[config.mk]
export PLATFORM = sky130hd
export DESIGN_NAME = uart_tx_arbiter_flat
export DESIGN_NICKNAME = d
export VERILOG_FILES = /design/src/rtl/uart_tx_arbiter_if.sv /design/src/rtl/uart_tx_arbiter.sv /design/src/flat_wrapper.sv
export SDC_FILE = /design/constraint.sdc
export NUM_CORES = 1
export LEC_CHECK = 0
export ABC_CLOCK_PERIOD_IN_PS = 3100
export CORE_MARGIN = 4
export CORE_UTILIZATION = 40
export DETAILED_ROUTE_END_ITERATION = 8
export MAX_ROUTING_LAYER = met4
export PLACE_DENSITY = 0.95
export SLEW_MARGIN = 5
export SYNTH_ARGS = -nofsm -noshare
export SYNTH_HDL_FRONTEND = slang
export SYNTH_SLANG_ARGS = --single-unit
[constraint.sdc]
create_clock -name SysClk -period 3.1 [get_ports SysClk]
set_input_delay 0.31 -clock SysClk [delete_from_list [all_inputs] [get_ports SysClk]]
set_output_delay 0.31 -clock SysClk [all_outputs]
set_load 0.005 [all_outputs]
[src/rtl/uart_tx_arbiter_if.sv]
// ---------------------------------------------------------------------------
// uart_tx_arbiter_if
// Bundles the requester side and the TX FIFO write side of the UART transmit
// arbiter into one interface.
//   Req       : per-requester "word presented"
//   Req_Data  : packed words, requester i at [i*DATA_BITS +: DATA_BITS]
//   Req_Last  : per-requester "presented word ends the burst"
//   FIFO_Full : TX FIFO cannot accept a write this cycle
//   Grant     : registered one-hot owner (zero when idle)
//   Ack       : per-requester "your word is written this cycle"
//   Wr_En     : TX FIFO write strobe
//   Wr_Data   : word written to the TX FIFO
//   Cur_Id    : index of the current owner (zero when idle)
//   Busy      : an owner holds the FIFO write port
// Modports: master = requesters/FIFO side, slave = arbiter.
// ---------------------------------------------------------------------------
interface uart_tx_arbiter_if #(
    parameter int NUM_REQ   = 4,
    parameter int DATA_BITS = 8
);
    localparam int ID_W = $clog2(NUM_REQ);

    logic [NUM_REQ-1:0]           Req;
    logic [NUM_REQ*DATA_BITS-1:0] Req_Data;
    logic [NUM_REQ-1:0]           Req_Last;
    logic                         FIFO_Full;
    logic [NUM_REQ-1:0]           Grant;
    logic [NUM_REQ-1:0]           Ack;
    logic                         Wr_En;
    logic [DATA_BITS-1:0]         Wr_Data;
    logic [ID_W-1:0]              Cur_Id;
    logic                         Busy;

    modport master (
        output Req, Req_Data, Req_Last, FIFO_Full,
        input  Grant, Ack, Wr_En, Wr_Data, Cur_Id, Busy
    );

    modport slave (
        input  Req, Req_Data, Req_Last, FIFO_Full,
        output Grant, Ack, Wr_En, Wr_Data, Cur_Id, Busy
    );
endinterface

[src/rtl/uart_tx_arbiter.sv]
// ---------------------------------------------------------------------------
// uart_tx_arbiter
// Round-robin arbiter that lets NUM_REQ requesters share the write port of a
// UART TX FIFO. An owner keeps the port for a burst of up to MAX_BURST words,
// ending early on Req_Last or when it withdraws its request. Exactly one idle
// cycle separates consecutive bursts.
// Ports:
//   SysClk : clock, rising edge
//   Rst    : asynchronous active-high reset
//   bus    : uart_tx_arbiter_if slave modport (request/write signals)
// ---------------------------------------------------------------------------
module uart_tx_arbiter #(
    parameter int NUM_REQ   = 4,
    parameter int DATA_BITS = 8,
    parameter int MAX_BURST = 4
) (
    input logic               SysClk,
    input logic               Rst,
    uart_tx_arbiter_if.slave  bus
);
    localparam int ID_W  = $clog2(NUM_REQ);
    localparam int CNT_W = $clog2(MAX_BURST + 1);

    typedef enum logic {IDLE = 1'b0, OWN = 1'b1} state_t;

    state_t              state_q, state_d;
    logic [ID_W-1:0]     ptr_q, ptr_d;
    logic [ID_W-1:0]     cur_id_q, cur_id_d;
    logic [NUM_REQ-1:0]  grant_q, grant_d;
    logic [CNT_W-1:0]    cnt_q, cnt_d;

    logic                wr_en;
    logic [CNT_W-1:0]    cnt_inc;

    // First requester with Req high, searching upward from ptr with wrap.
    // Iterating from the farthest offset down lets the nearest one win.
    function automatic logic [ID_W-1:0] rr_pick(input logic [NUM_REQ-1:0] req,
                                                 input logic [ID_W-1:0]    ptr);
        logic [ID_W-1:0] pick;
        int              idx;
        pick = '0;
        for (int k = NUM_REQ - 1; k >= 0; k--) begin
            idx = (int'(ptr) + k) % NUM_REQ;
            if (req[idx]) pick = ID_W'(idx);
        end
        return pick;
    endfunction

    // Write path is combinational from the registered owner and live inputs.
    assign wr_en       = (state_q == OWN) && bus.Req[cur_id_q] && !bus.FIFO_Full;
    assign cnt_inc     = cnt_q + CNT_W'(1);
    assign bus.Wr_En   = wr_en;
    assign bus.Ack     = wr_en ? grant_q : '0;
    assign bus.Wr_Data = (state_q == OWN) ? bus.Req_Data[int'(cur_id_q)*DATA_BITS +: DATA_BITS]
                                          : '0;
    assign bus.Grant   = grant_q;
    assign bus.Cur_Id  = cur_id_q;
    assign bus.Busy    = (state_q == OWN);

    always_comb begin
        state_d  = state_q;
        ptr_d    = ptr_q;
        cur_id_d = cur_id_q;
        grant_d  = grant_q;
        cnt_d    = cnt_q;
        unique case (state_q)
            IDLE: begin
                if (|bus.Req) begin
                    cur_id_d = rr_pick(bus.Req, ptr_q);
                    grant_d  = {{(NUM_REQ-1){1'b0}}, 1'b1} << cur_id_d;
                    cnt_d    = '0;
                    state_d  = OWN;
                end
            end
            OWN: begin
                if (wr_en) cnt_d = cnt_inc;
                // Last word and burst limit coinciding still release only once.
                if (!bus.Req[cur_id_q] ||
                    (wr_en && (bus.Req_Last[cur_id_q] || cnt_inc == CNT_W'(MAX_BURST)))) begin
                    state_d  = IDLE;
                    grant_d  = '0;
                    cur_id_d = '0;
                    cnt_d    = '0;
                    ptr_d    = (cur_id_q == ID_W'(NUM_REQ - 1)) ? '0 : cur_id_q + ID_W'(1);
                end
            end
            default: state_d = IDLE;
        endcase
    end

    always_ff @(posedge SysClk or posedge Rst) begin
        if (Rst) begin
            state_q  <= IDLE;
            ptr_q    <= '0;
            cur_id_q <= '0;
            grant_q  <= '0;
            cnt_q    <= '0;
        end else begin
            state_q  <= state_d;
            ptr_q    <= ptr_d;
            cur_id_q <= cur_id_d;
            grant_q  <= grant_d;
            cnt_q    <= cnt_d;
        end
    end
endmodule

[src/flat_wrapper.sv]
// flat-port wrapper written by rule: the top's interface ports become plain ports
module uart_tx_arbiter_flat 
#(
    parameter int NUM_REQ   = 4,
    parameter int DATA_BITS = 8,
    parameter int MAX_BURST = 4
)
  (SysClk, Rst, bus_Req, bus_Req_Data, bus_Req_Last, bus_FIFO_Full, bus_Grant, bus_Ack, bus_Wr_En, bus_Wr_Data, bus_Cur_Id, bus_Busy);
  uart_tx_arbiter_if #(.NUM_REQ(NUM_REQ), .DATA_BITS(DATA_BITS)) bus_i ();
  input logic SysClk;
  input logic Rst;
  input wire logic [$bits(bus_i.Req)-1:0] bus_Req;
  input wire logic [$bits(bus_i.Req_Data)-1:0] bus_Req_Data;
  input wire logic [$bits(bus_i.Req_Last)-1:0] bus_Req_Last;
  input wire logic [$bits(bus_i.FIFO_Full)-1:0] bus_FIFO_Full;
  output wire logic [$bits(bus_i.Grant)-1:0] bus_Grant;
  output wire logic [$bits(bus_i.Ack)-1:0] bus_Ack;
  output wire logic [$bits(bus_i.Wr_En)-1:0] bus_Wr_En;
  output wire logic [$bits(bus_i.Wr_Data)-1:0] bus_Wr_Data;
  output wire logic [$bits(bus_i.Cur_Id)-1:0] bus_Cur_Id;
  output wire logic [$bits(bus_i.Busy)-1:0] bus_Busy;
  assign bus_i.Req = bus_Req;
  assign bus_i.Req_Data = bus_Req_Data;
  assign bus_i.Req_Last = bus_Req_Last;
  assign bus_i.FIFO_Full = bus_FIFO_Full;
  assign bus_Grant = bus_i.Grant;
  assign bus_Ack = bus_i.Ack;
  assign bus_Wr_En = bus_i.Wr_En;
  assign bus_Wr_Data = bus_i.Wr_Data;
  assign bus_Cur_Id = bus_i.Cur_Id;
  assign bus_Busy = bus_i.Busy;
  uart_tx_arbiter #(.NUM_REQ(NUM_REQ), .DATA_BITS(DATA_BITS), .MAX_BURST(MAX_BURST)) u_core (.SysClk(SysClk), .Rst(Rst), .bus(bus_i));
endmodule
# [After elaboration in Yosys (flattened, before gate mapping)]
# Cells that the tools add are included.
[word_totals] elab_cells=77 out_inout_bits=20 ff_bits=12 input_bits=43
[op_classes] reduce_logical=14 n_mux=37 magnitude_cmp=5 shift=2 n_addsub=5 n_eq_ne=5 n_bitwise=4
[op_table] op="32-bit by 6-bit variable part select with 8-bit output" count=1
[op_table] op="2-bit 2-to-1 mux" count=9
[op_table] op="1-bit binary-select mux with 2-bit select" count=6
[op_table] op="3-bit by 4-bit less-than comparator with 1-bit output, second input constant" count=3
[op_table] op="4-bit 2-to-1 mux" count=3
[op_table] op="1-bit 2-to-1 mux" count=11
[op_table] op="3-bit 2-to-1 mux" count=3
[op_table] op="8-bit 2-to-1 mux" count=1
[op_table] op="4-bit case mux with 2 select lines" count=1
[op_table] op="2-bit by 3-bit less-than comparator with 1-bit output, second input constant" count=2
[op_table] op="3-bit case mux with 2 select lines" count=1
[op_table] op="2-bit AND reduction" count=3
[op_table] op="2-bit OR reduction" count=3
[op_table] op="2-bit by 1-bit adder with 2-bit output, second input constant" count=2
[op_table] op="2-bit adder, second input constant" count=2
[op_table] op="2-bit case mux with 2 select lines" count=1
[op_table] op="4-bit OR reduction" count=1
[op_table] op="1-bit by 2-bit left shift with 4-bit output, first input constant" count=1
[op_table] op="3-bit by 1-bit adder with 3-bit output, second input constant" count=1
[op_table] op="1-bit AND, first input constant" count=3
[op_table] op="3-bit equality test, second input constant" count=1
[op_table] op="1-bit logical AND" count=3
[op_table] op="3-bit inequality test, second input constant" count=1
[op_table] op="2-bit equality test, second input constant" count=1
[op_table] op="6 further kinds" count=8

# [Longest topological paths before layout]
[logic_depth] depth_word=15 depth_mapped=6 mapped_depth_nobuf=6

# [Worst setup path before layout]
# Ideal clock, no wire load.
[synth_timing] path_type="reg2reg" start="register u_core.cur_id_q[1], in the netlist u_core.bus.Cur_Id[1]" end="register u_core.ptr_q[0]" setup_ns=0.128 path_buffers=1 t_arrival_ns=1.566 synth_period_minus_slack_ns=1.694 path_slack_ns=1.406 stages_incl_launch_ff=7 required_ns=2.972 cell_sequence="dfrtp_1 > buf_6 > mux2_4 > nand3b_2 > nand3_2 > o21ai_2 > mux2_1"
[synth_via] elab_chain_cells=7 elab_cells_between_ends=13 classes_between="1 x eq/ne; 5 x mux; 7 x reduce/logical"
[synth_lines] element="from (decl)" line="uart_tx_arbiter.sv:28" rtl="logic [ID_W-1:0] cur_id_q, cur_id_d;"
[synth_lines] element="from (signal assigned)" line="uart_tx_arbiter.sv:101" rtl="cur_id_q <= cur_id_d;"
[synth_lines] element="1-bit binary-select mux with 2-bit select" line="uart_tx_arbiter.sv:50, uart_tx_arbiter.sv:78"
[synth_lines] element="1-bit 2-to-1 mux (implied by the code)" line="uart_tx_arbiter.sv:50, uart_tx_arbiter.sv:78"
[synth_lines] element="1-bit logical AND (2 in series)" line="uart_tx_arbiter.sv:50" rtl="assign wr_en = (state_q == OWN) && bus.Req[cur_id_q] && !bus.FIFO_Full;"
[synth_lines] element="1-bit logical AND" line="uart_tx_arbiter.sv:79" rtl="(wr_en && (bus.Req_Last[cur_id_q] || cnt_inc == CNT_W'(MAX_BURST)))) begin"
[synth_lines] element="1-bit logical OR" line="uart_tx_arbiter.sv:78" rtl="if (!bus.Req[cur_id_q] ||"
[synth_lines] element="2-bit AND reduction (no source line)"
[synth_lines] element="to (signal assigned)" line="uart_tx_arbiter.sv:100" rtl="ptr_q <= ptr_d;"
[synth_lines] element="to (decl)" line="uart_tx_arbiter.sv:27" rtl="logic [ID_W-1:0] ptr_q, ptr_d;"
# Several ways; a longest one is shown, not always the timed one. The select of a mux whose other input is x is not followed.
# A chain may end at the register's enable or synchronous reset.

# [Worst setup path after layout]
[layout_timing] start="register u_core.cur_id_q[1], in the netlist u_core.bus.Cur_Id[1]" end="output bus_Ack[2]"
[layout_via] elab_chain_cells=5
[layout_lines] element="1-bit binary-select mux with 2-bit select" line="uart_tx_arbiter.sv:50"
[layout_lines] element="1-bit 2-to-1 mux (implied by the code)" line="uart_tx_arbiter.sv:50"
[layout_lines] element="1-bit logical AND (2 in series)" line="uart_tx_arbiter.sv:50"
[layout_lines] element="4-bit 2-to-1 mux" line="uart_tx_arbiter.sv:53" rtl="assign bus.Ack = wr_en ? grant_q : '0;"
[layout_lines] element="to (decl)" line="flat_wrapper.sv:17" rtl="output wire logic [$bits(bus_i.Ack)-1:0] bus_Ack;"
# No other way between the ends. The select of a mux whose other input is x is not followed.

==> results by group <==
Pwr
  – Switching pwr: 0.4168 mW
  – Clock group share of total power: 10.6%
  – Largest voltage drop on the vdd net: 0.5285 mV
  – Leakage: 0.7064 nW
  – Power Density: roughly 690 nW/µm²
  – Combinational share of power: between 60% and 70%
  – Reg power frac: 28.9%
  – Internal portion of total power: around 0.76 mW
  – Switching part of the total power: a little over a third

Final layout
  – Share of layout cells above drive strength 1: 13.84%
  – Area taken by multi-input logic gates: 684.4 µm²
  – Final design instance area without fill: ~1700 µm²
  – Fillers: 187
  – Final #Nets: 206
  – Layout Cells excl Fill: 189
  – Total inserted antenna cells: 0
  – Area grow syn2layout: 65.85%
  – Total area of sequential cells: 300.3 µm²

Timing
  – Slew at the pin closest to its max-slew limit: 0.6300 ns
  – Slew Limit Headroom: slightly below 60%
  – Final critical path time including I/O delays and setup: between 2 and 3 ns
  – Post-Route Skew: 0.0006743 ns
  – Period utilisation layout: 91.90%
  – Pins Over Slew Limit: 0
  – Post-route setup TNS: 0 ns
  – RSZ-0062 raised after global routing: no
  – Final setup fails: 0
  – Hold violation count in the final report: 0
  – Maximum clock frequency: 351.0 MHz
  – Post-Route Hold Slack: 0.3383 ns

Logic synthesis
  – Number of flops mapped to enable cells by yosys: 0
  – Summed instance area of the synthesized netlist: a little over 1000 µm²
  – Number of cells produced by synthesis: 95
  – Warning count from the yosys run: 0
  – Number of flip-flops and latches in the synthesized netlist: 12
  – Share of synthesized flip-flops with an asynchronous set or reset: 100.0%
  – Post-Synthesis Mean Instance Area: ~11 µm²
  – Number of distinct library cells after synthesis: 35
  – Cell type with the largest total area after synthesis: sky130_fd_sc_hd__dfrtp_1
  – Post-synth top area share: 29.27%
  – Top cells by area in the synthesized netlist: sky130_fd_sc_hd__dfrtp_1 29%, sky130_fd_sc_hd__mux4_2 18%, sky130_fd_sc_hd__and2_1 7.3%
  – Primary flip-flop cell chosen by synthesis mapping: sky130_fd_sc_hd__dfrtp_1
  – Number of nets produced by synthesis: 141
  – Fraction of the yosys area taken by sequential cells: 29.27%
  – Cell types with the highest counts after synthesis: 12 x sky130_fd_sc_hd__and2_1, 12 x sky130_fd_sc_hd__dfrtp_1, 8 x sky130_fd_sc_hd__mux4_2

Worst setup path
  – Worst EP arrival: 2.54 ns
  – Type of the worst setup path: flip-flop to output pin
  – Category of the worst setup path launch point: flip-flop
  – Worst setup path startpoint: u_core.bus.Cur_Id[1]
  – Top delay family on crit path: flip-flops
  – Slowest-stage cell, CP: sky130_fd_sc_hd__dfrtp_1
  – Beginning of the worst register-to-register path: u_core.bus.Cur_Id[1]
  – Series of cell instances along the critical path: mux2i_1 -> o22ai_1 -> nor2b_1 -> and2_1 -> clkdlybuf4s50_1
  – Count of buffer and inverter cells on the critical path: 1
  – CP Data Required Time: 2.79 ns
  – Nature of the critical path endpoint: output pin
  – Crit-path max FO: 15
  – CP max stage delay: around 0.75 ns

Floorplan
  – Die X: 58.65 µm
  – Core region area: 2455 µm²
  – Die area: 3439 µm²
  – Initial cell density of the core: about two fifths
  – Height of the die: 58.65 µm
  – Row count: 18
  – Top-Level Pins: 63

Global routing
  – Vias in the first global route: 1,118
  – Overall routing resource usage: 18.23%
  – Antenna violations before repair: 0
  – First-pass GRT wire length: 4657 µm
  – Largest net degree at the start of global routing: 16
  – Leftover overflow at the end of global routing: 0

Route
  – Detailed Routing Iterations Pass 1: 2
  – Detailed router's first-iteration violation count: 14
  – Number of vias in the routed layout: a little over 1,000
  – Routed length per instance: about 16 µm
  – Final routed wirelength across all metal layers: 2981 µm
  – Antenna viol nets, final: 0
  – Final routed DRC violation total: 0
  – Routed via count divided by cell count: 5.429

Flow run
  – Count of max-cap constraint violations: 0

Placement
  – IO buf count: 62
  – Area after detailed placement: 1665 µm²
  – DP Wirelength: 2424 µm
  – Routability-driven placement congestion ratio: 0.8196
  – Number of instances in the placed design: 185

Clock tree
  – Post-CTS Resized: 0
  – Max clock buf depth: 2
  – H-tree depth reported by CTS: 1
  – # Post-CTS Setup Buffers: 0
  – TritonCTS clock tree: built
  – Insertion delay of the later-clocked pin in the worst-skew pair: ~0.27 ns
  – Hold buffer count at cts: 0
  – Sinks on the clock net: 12
  – Reg clk slew, reported paths: about 0.080 ns
  – Root buffer cell: sky130_fd_sc_hd__clkbuf_4
  – TritonCTS Buffers: 3

Status
  – Result of the run: completed

Worst hold path
  – Type of the most critical hold path: input port to asynchronous set/reset pin
## sequential cells by signal (all words and copies together) (netlist names)
register / count
u_core.bus.Cur_Id: 2
u_core.ptr_q: 2
u_core.bus.Grant: 4
u_core.cnt_q: 3
u_core.bus.Busy: 1
## logic make-up after synthesis
logic type,share of synthesized area (%)
and+or+nand+nor,23.05
adders and majority gates,3.659
muxes,27.19
DFF,29.27
buffers and inverters,4.023
xor gates and xnor gates,0.8538
AOI/OAI and AO/OA,11.95
## path summary, 6_finish.rpt
path	cells past startpoint	end	slack, ns
min reg2reg	1	u_core.bus.Grant[0]	0.53
max in group asynchronous	2	u_core.bus.Cur_Id[1]	2.45
max	5	bus_Ack[2]	0.25
min	2	u_core.cnt_q[2]	0.34
max reg2reg	5	u_core.cnt_q[2]	0.92
min in group SysClk	1	u_core.bus.Grant[0]	0.53
## cells in the final DEF, fill, tap and decap left out, types with 2 or more instances in the layout
master                             n
sky130_fd_sc_hd__inv_1             4
sky130_fd_sc_hd__and2_1           12
sky130_fd_sc_hd__a21o_1            2
sky130_fd_sc_hd__clkdlybuf4s50_1  62
sky130_fd_sc_hd__o2bb2ai_1         3
sky130_fd_sc_hd__nand2b_1          5
sky130_fd_sc_hd__mux2_1            2
sky130_fd_sc_hd__a22o_1            2
sky130_fd_sc_hd__dfrtp_1          12
sky130_fd_sc_hd__nor3_1            2
sky130_fd_sc_hd__nand2_1           5
sky130_fd_sc_hd__nor2_1            3
sky130_fd_sc_hd__mux2i_1           5
sky130_fd_sc_hd__o22ai_1           2
sky130_fd_sc_hd__ha_1              3
sky130_fd_sc_hd__clkbuf_4          3
sky130_fd_sc_hd__a21oi_1           3
sky130_fd_sc_hd__nor4_1            2
sky130_fd_sc_hd__o21ai_0           2
sky130_fd_sc_hd__mux4_2            8
## power groups by stage
stage | sequential, mW | combinational, mW | clock, mW
floorplan | 0.283 | 0.447 | 0
global placement | 0.338 | 0.686 | 0
detailed placement | 0.346 | 0.710 | 0
CTS | 0.343 | 0.716 | 0.127
global route | 0.356 | 0.774 | 0.134
finish | 0.339 | 0.708 | 0.124
## area by class of cell
class                   instances  share of cell area, %
clock buffers                   4                  2.132
repair buffers                 63                  36.91
multi-input cells              76                  40.22
inverters                       4                 0.8824
well taps                      30                  2.206
flip-flops and latches         12                  17.65
## routing by layer
layer,global-route usage (%),part of all wire [%],vias up
met5,-,0,-
met1,17.92,38,494
met2,33.33,53,44
li1,-,-,482
met4,8.414,0.97,0
met3,4.605,7.8,6
## worst reg2reg max path: stages (launching register included)
cell and delay (ns):
sky130_fd_sc_hd__dfrtp_1 0.75, sky130_fd_sc_hd__mux2i_1 0.31, sky130_fd_sc_hd__o22ai_1 0.17, sky130_fd_sc_hd__a21boi_0 0.48, sky130_fd_sc_hd__o21ai_0 0.20, sky130_fd_sc_hd__o2bb2ai_1 0.16
## metrics by stage
stage	setup WS (ns)	utilization (%)	power, mW
2_1_floorplan	1.406	-	0.7296
3_3_place_gp	0.6162	67.84	1.024
3_5_place_dp	0.4921	67.84	1.056
4_1_cts	0.2386	69.32	1.186
5_1_grt	0.03947	69.32	1.264
6_report	0.2512	69.32	1.172
No activity file was read; power rests on OpenSTA's default activity.
